--- config.mk ---
export PLATFORM = sky130hd
export DESIGN_NAME = vga_sync_gen
export DESIGN_NICKNAME = d
export VERILOG_FILES = /design/src/rtl/vga_sync_gen_pkg.sv /design/src/rtl/vga_axis_counter.sv /design/src/rtl/vga_sync_gen.sv
export SDC_FILE = /design/constraint.sdc
export NUM_CORES = 1
export LEC_CHECK = 0
export CAP_MARGIN = 5
export CORE_MARGIN = 2
export CORE_UTILIZATION = 57
export DETAILED_ROUTE_END_ITERATION = 10
export HOLD_SLACK_MARGIN = 0.02
export PLACE_DENSITY_LB_ADDON = 0.2
export SETUP_SLACK_MARGIN = 0.1
export SLEW_MARGIN = 20
export SYNTH_ARGS = -nofsm -noshare
export SYNTH_HDL_FRONTEND = slang
export SYNTH_SLANG_ARGS = --single-unit
--- constraint.sdc ---
create_clock -name clk -period 6.01 [get_ports clk]
set_input_delay 0.9015 -clock clk [delete_from_list [all_inputs] [get_ports clk]]
set_output_delay 0.9015 -clock clk [all_outputs]
set_load 0.005 [all_outputs]
--- src/rtl/vga_sync_gen_pkg.sv ---
// ----------------------------------------------------------------------------
// vga_sync_gen_pkg
// Shared 640x480@60 timing constants for the VGA sync generator and its axis
// counters: display/porch/sync widths, line and frame totals, coordinate
// width, default pixel divider and blink period, plus a small width helper.
// No ports (package).
// ----------------------------------------------------------------------------
package vga_sync_gen_pkg;

    // Coordinate width. Both totals must fit, i.e. be <= 1024.
    localparam int COORD_W = 10;

    // Horizontal timing, in pixels.
    localparam int H_DISPLAY_DEF = 640;
    localparam int H_FRONT_DEF   = 16;
    localparam int H_SYNC_DEF    = 96;
    localparam int H_BACK_DEF    = 48;
    localparam int H_TOTAL_DEF   = H_DISPLAY_DEF + H_FRONT_DEF + H_SYNC_DEF + H_BACK_DEF;

    // Vertical timing, in lines.
    localparam int V_DISPLAY_DEF = 480;
    localparam int V_FRONT_DEF   = 10;
    localparam int V_SYNC_DEF    = 2;
    localparam int V_BACK_DEF    = 33;
    localparam int V_TOTAL_DEF   = V_DISPLAY_DEF + V_FRONT_DEF + V_SYNC_DEF + V_BACK_DEF;

    // 100 MHz system clock -> 25 MHz pixel rate.
    localparam int CLK_DIV_DEF      = 4;
    // Frames per cursor blink half-period (1 Hz blink at 60 fps).
    localparam int BLINK_FRAMES_DEF = 30;

    // Register width needed to count 0..n-1; never narrower than one bit.
    function automatic int cnt_width(input int n);
        return (n > 1) ? $clog2(n) : 1;
    endfunction

endpackage

--- src/rtl/vga_axis_counter.sv ---
// ----------------------------------------------------------------------------
// vga_axis_counter
// One timing axis (horizontal or vertical) of the VGA raster. Counts
// 0..TOTAL-1 on each inc and wraps; sync_n and active are registered decodes
// of the value being loaded, so they switch on the same edge as count.
// Reset parks the counter on its last position (in blanking).
//
// Ports
//   clk      in   system clock
//   reset_n  in   asynchronous reset, active-low
//   inc      in   advance the counter on this edge
//   count    out  current position, 0..TOTAL-1
//   wrap     out  combinational: inc while count==TOTAL-1 (next edge goes to 0)
//   sync_n   out  registered, low inside the sync pulse window
//   active   out  registered, high while count < DISPLAY
// ----------------------------------------------------------------------------
module vga_axis_counter
    import vga_sync_gen_pkg::*;
#(
    parameter int DISPLAY = H_DISPLAY_DEF,
    parameter int FRONT   = H_FRONT_DEF,
    parameter int SYNC    = H_SYNC_DEF,
    parameter int BACK    = H_BACK_DEF
) (
    input  logic               clk,
    input  logic               reset_n,
    input  logic               inc,
    output logic [COORD_W-1:0] count,
    output logic               wrap,
    output logic               sync_n,
    output logic               active
);

    localparam int TOTAL = DISPLAY + FRONT + SYNC + BACK;

    localparam logic [COORD_W-1:0] LAST       = COORD_W'(TOTAL - 1);
    localparam logic [COORD_W-1:0] DISP_END   = COORD_W'(DISPLAY);
    localparam logic [COORD_W-1:0] SYNC_FIRST = COORD_W'(DISPLAY + FRONT);
    localparam logic [COORD_W-1:0] SYNC_LAST  = COORD_W'(DISPLAY + FRONT + SYNC - 1);

    logic [COORD_W-1:0] count_nxt;

    assign wrap = inc && (count == LAST);

    always_comb begin
        count_nxt = count;
        if (wrap) begin
            count_nxt = '0;
        end else if (inc) begin
            count_nxt = count + COORD_W'(1);
        end
    end

    always_ff @(posedge clk or negedge reset_n) begin
        if (!reset_n) begin
            count  <= LAST;
            sync_n <= 1'b1;
            active <= 1'b0;
        end else if (inc) begin
            count  <= count_nxt;
            sync_n <= !((count_nxt >= SYNC_FIRST) && (count_nxt <= SYNC_LAST));
            active <= (count_nxt < DISP_END);
        end
    end

endmodule

--- src/rtl/vga_sync_gen.sv ---
// ----------------------------------------------------------------------------
// vga_sync_gen
// 640x480@60 VGA timing generator. Divides the system clock down to a pixel
// tick, runs the horizontal/vertical axis counters and registers the sync,
// video_on and frame_start outputs on the same edge as the coordinates.
//
// Build option
//   VGA_BLINK_EN  defined  : frame counter toggles parpadeo every BLINK_FRAMES
//                            entries to (0,0) (reset value 0).
//                 undefined: no frame counter; parpadeo is held at 1.
//
// Ports
//   clk          in   system clock (100 MHz)
//   reset_n      in   asynchronous reset, active-low
//   p_tick       out  one-clk pulse every CLK_DIV clks
//   pixel_x      out  current column, 0..H_TOTAL-1
//   pixel_y      out  current line,   0..V_TOTAL-1
//   hsync        out  horizontal sync, active-low
//   vsync        out  vertical sync, active-low
//   video_on     out  high inside the visible area
//   frame_start  out  high while the coordinates are (0,0)
//   parpadeo     out  cursor blink flag for the text layer
// ----------------------------------------------------------------------------
module vga_sync_gen
    import vga_sync_gen_pkg::*;
#(
    parameter int CLK_DIV      = CLK_DIV_DEF,
    parameter int H_DISPLAY    = H_DISPLAY_DEF,
    parameter int H_FRONT      = H_FRONT_DEF,
    parameter int H_SYNC       = H_SYNC_DEF,
    parameter int H_BACK       = H_BACK_DEF,
    parameter int V_DISPLAY    = V_DISPLAY_DEF,
    parameter int V_FRONT      = V_FRONT_DEF,
    parameter int V_SYNC       = V_SYNC_DEF,
    parameter int V_BACK       = V_BACK_DEF,
    parameter int BLINK_FRAMES = BLINK_FRAMES_DEF
) (
    input  logic               clk,
    input  logic               reset_n,
    output logic               p_tick,
    output logic [COORD_W-1:0] pixel_x,
    output logic [COORD_W-1:0] pixel_y,
    output logic               hsync,
    output logic               vsync,
    output logic               video_on,
    output logic               frame_start,
    output logic               parpadeo
);

    // ------------------------------------------------------------------
    // Pixel divider
    // ------------------------------------------------------------------
    localparam int                 DIV_W    = cnt_width(CLK_DIV);
    localparam logic [DIV_W-1:0]   DIV_LAST = DIV_W'(CLK_DIV - 1);

    logic [DIV_W-1:0] div;
    logic [DIV_W-1:0] div_nxt;

    assign div_nxt = (div == DIV_LAST) ? '0 : div + DIV_W'(1);

    // p_tick is decoded from the value div is about to take, so it is high
    // exactly during the clk in which div==CLK_DIV-1. With CLK_DIV=1 div
    // stays 0 and p_tick stays high.
    always_ff @(posedge clk or negedge reset_n) begin
        if (!reset_n) begin
            div    <= '0;
            p_tick <= 1'b0;
        end else begin
            div    <= div_nxt;
            p_tick <= (div_nxt == DIV_LAST);
        end
    end

    // ------------------------------------------------------------------
    // Axis counters
    // ------------------------------------------------------------------
    logic h_wrap;
    logic v_wrap;
    logic h_active;
    logic v_active;

    vga_axis_counter #(
        .DISPLAY (H_DISPLAY),
        .FRONT   (H_FRONT),
        .SYNC    (H_SYNC),
        .BACK    (H_BACK)
    ) u_h_axis (
        .clk     (clk),
        .reset_n (reset_n),
        .inc     (p_tick),
        .count   (pixel_x),
        .wrap    (h_wrap),
        .sync_n  (hsync),
        .active  (h_active)
    );

    vga_axis_counter #(
        .DISPLAY (V_DISPLAY),
        .FRONT   (V_FRONT),
        .SYNC    (V_SYNC),
        .BACK    (V_BACK)
    ) u_v_axis (
        .clk     (clk),
        .reset_n (reset_n),
        .inc     (h_wrap),
        .count   (pixel_y),
        .wrap    (v_wrap),
        .sync_n  (vsync),
        .active  (v_active)
    );

    // ------------------------------------------------------------------
    // video_on / frame_start
    // ------------------------------------------------------------------
    // video_on is its own flop (not h_active & v_active) so it cannot glitch.
    // Its next value is derived from each axis's current activity: an axis
    // stays active on a step unless it is leaving its last visible position,
    // and it becomes active only by wrapping to 0. The vertical axis only
    // moves on h_wrap.
    localparam logic [COORD_W-1:0] H_LAST_VIS = COORD_W'(H_DISPLAY - 1);
    localparam logic [COORD_W-1:0] V_LAST_VIS = COORD_W'(V_DISPLAY - 1);

    logic h_on_nxt;
    logic v_on_nxt;

    assign h_on_nxt = h_wrap || (h_active && (pixel_x != H_LAST_VIS));
    assign v_on_nxt = v_wrap || (v_active && !(h_wrap && (pixel_y == V_LAST_VIS)));

    // v_wrap can only be high together with p_tick, so it marks the edge
    // that enters (0,0); frame_start then holds for that whole pixel.
    always_ff @(posedge clk or negedge reset_n) begin
        if (!reset_n) begin
            video_on    <= 1'b0;
            frame_start <= 1'b0;
        end else if (p_tick) begin
            video_on    <= h_on_nxt && v_on_nxt;
            frame_start <= v_wrap;
        end
    end

    // ------------------------------------------------------------------
    // Cursor blink
    // ------------------------------------------------------------------
`ifdef VGA_BLINK_EN
    localparam int               FR_W    = cnt_width(BLINK_FRAMES);
    localparam logic [FR_W-1:0]  FR_LAST = FR_W'(BLINK_FRAMES - 1);

    logic [FR_W-1:0] frame_cnt;

    always_ff @(posedge clk or negedge reset_n) begin
        if (!reset_n) begin
            frame_cnt <= '0;
            parpadeo  <= 1'b0;
        end else if (v_wrap) begin
            if (frame_cnt == FR_LAST) begin
                frame_cnt <= '0;
                parpadeo  <= !parpadeo;
            end else begin
                frame_cnt <= frame_cnt + FR_W'(1);
            end
        end
    end
`else
    // Without blinking the cursor is always shown; any legal BLINK_FRAMES
    // (>= 1) yields a constant 1 here.
    assign parpadeo = (BLINK_FRAMES >= 1);
`endif

endmodule
==> reports/metrics.yaml <==
synth_xor_area_share_pct: 7.164
p_sw_share_pct: 21.58
nets: 213
setup_viol: 0
die_h_um: 58.80
worst_hold_slack_ns: 0.4593
grt_pass1_vias: 1343
postRouteAntennaNets: 0
io_buffer_count: 26
cts_num_sinks: 29
cp_num_buf_inv: 1
synth_area_um2: 1712
grt_max_degree: 30
root_buffer: "clkbuf_4"
die_x_um: 58.80
syn2layout_area_growth_pct: 16.89
finClkSkew_ns: 0.008400
cts.repair.resized: 0
synthCells: 184
ys_ff_latch: 29
reg_top3: "u_h_axis.count (10), u_v_axis.count (10), div (2)"
drc: 1
period_minus_slack_ns: 2.564
htree_levels: 2
cts_tree: "built"
ir_drop_uv: 145.6
initial_core_util_pct: 61.02
multi_input_area_um2: 853.3
rsz0062_at_grt: "false"
synth-simple-area-share_pct: 26.17
vias_per_cell: 6.127
criticalPathCategory: "flip-flop to output pin"
worst-path-max-fanout: 18
holdBufCountCts: 0
path_clk_slew_ns: 0.08
synth.distinct_cells: 50
power.internal_mw: 0.2515
grtUsageTotal_pct: 24.63
ys_warn_count: 0
fmax_mhz: 390.1
die_area_um2: 3457
setup_tns_ns: 0
drive_gt1_share_pct: 12.62
crit_family: "flip-flops"
worst_path_max_delay_cell: "dfrtp_1"
violations: "DRC"
num_vias: 1452
wl_per_cell_um: 15.82
drt_pass1_iterations: 8
pwr-share-comb_pct: 1.5
grt_pass1_wl_um: 6368
async_reset_ff_share_pct: 100.0
p_leak_nw: 0.7627
tightestPinTransition_ns: 0.5383
drt_first_iter_violations: 85
yosysTopAreaCell: "dfrtp_1"
fillCellCount: 217
required_ns: 5.11
regArea_um2: 740.7
dp_hpwl_um: 2645
power_density_nw_per_um2: 160.3
antenna_found_initial: 0
syn_avg_cell_area_um2: 9.302
yosysSeqAreaShare_pct: 43.27
synth_compound_area_share_pct: 11.48
std_cell_rows: 19
pwr-share-clk_pct: 37.6
crit_chain: "clkdlybuf4s50_1"
cp.depth: 1
pwr-share-seq_pct: 60.9
cts.path.max_buffers: 2
numCtsBuffers: 5
synth_edf_count: 0
p_sw_mw: 0.06918
end_kind: "output pin"
final_util_pct: 71.32
hold_depth: 1
synth_ff_type: "dfrtp_1"
clock_latency_ns: 0.34
slew_headroom_pct: 63.18
muxShareOfSynthArea_pct: 1.170
diodes: 0
synth_top_area_share_pct: 24.85
grt_overflow: 0
maxCapViolCount: 0
cpPeakStageDelay_ns: 0.71
gp_congestion: 0.9108
start_kind: "flip-flop"
synth_top_family_by_area: "simple AND/OR/NAND/NOR gates"
postCtsSetupRepairBufs: 0
totalWireLength_um: 3750
io_pins: 28
report.final.slew_viol_count: 0
hp-class: "flip-flop to flip-flop"
synthTopCellsByArea: "dfrtp_1, dfstp_2, xnor2_1"
core_um2: 2805
synth_fa_ha_area_share_pct: 3.655
synth.net_count: 191
r2r_cells: 6
post-route-period-util_pct: 42.66
outcome: "complete, but fails checks"
finalHoldViolations: 0
worstPathArrival_ns: 1.66
cell families after synthesis:
logic type,count (synthesis)
AO/OA/AOI/OAI,30
XOR/XNOR,14
adder cells (fa/ha/maj),5
buffers and inverters,24
flip-flops,29
multiplexers,2
other,1
AND/OR/NAND/NOR,79
per-stage QoR:
step | instance area (µm²) | setup slack (ns) | instances | power [mW]
2_1_floorplan | 1712 | 4.090 | 184 | 0.1996
3_3_place_gp | 1946 | 3.871 | 230 | 0.2038
3_5_place_dp | 1946 | 3.783 | 230 | 0.2040
4_1_cts | 2001 | 3.453 | 237 | 0.3238
5_1_grt | 2001 | 3.359 | 237 | 0.3309
6_report | 2001 | 3.446 | 237 | 0.3207
final cells by class:
cell class | instances | share of cell area (%)
tap | 31 | 1.939
inverter | 12 | 2.251
sequential | 29 | 37.02
multi-input combinational | 131 | 42.65
timing repair buffer | 27 | 13.38
clock buffer | 7 | 2.752
cell usage in the layout (no fill, tap or decap), drive strengths merged, types with 3 or more instances in the layout:
cell            n
nor2           14
a21oi           6
nand2          16
or3             4
xor2            3
o21ai           9
clkbuf          7
dfstp          12
and3            3
nor3            6
inv            12
o311ai          4
xnor2          11
ha              5
nand3          11
nor4            5
nand2b          3
dfrtp          17
clkdlybuf4s50  26
nand4           7
power groups by stage:
stage	Sequential [mW]	Combinational, mW	Clock, mW
floorplan	0.199	0.000608	0
global placement	0.199	0.00492	0
detailed placement	0.199	0.00506	0
CTS	0.195	0.00503	0.123
global route	0.195	0.00562	0.130
finish	0.195	0.00468	0.121
routing by layer:
| layer | global-route usage [%] | wire length (µm) | part of all wire [%] |
|---|---|---|---|
| met2 | 35.40 | 1723 | 46 |
| met4 | 9.740 | 74 | 2.0 |
| met5 | 0 | 0 | 0 |
| met3 | 6.374 | 288 | 7.7 |
| met1 | 35.45 | 1663 | 44 |
final timing paths:
check                                   from  slack (ns)                end
setup / recovery                      p_tick        3.45             p_tick
hold / removal                        div[0]        0.46             div[0]
setup reg to reg           u_h_axis.count[0]        3.72    u_v_axis.sync_n
hold reg to reg                       div[0]        0.46             div[0]
max in group asynchronous            reset_n        4.76  u_h_axis.count[2]
min in group asynchronous            reset_n        0.93  u_v_axis.count[5]
Yosys cell counts (3+ instances only):
cell and count:
a21oi_1 6, nand2_1 16, o21ai_0 8, nor4_1 4
nor3_1 6, inv_1 12, nand3_1 10, nor2_1 14
buf_2 6, xnor2_1 11, or3_1 3, xor2_1 3
ha_1 5, buf_4 3, dfrtp_1 17, dfstp_2 12
nand4_1 6, nand2b_1 3
No activity file was read; power rests on OpenSTA's default activity.
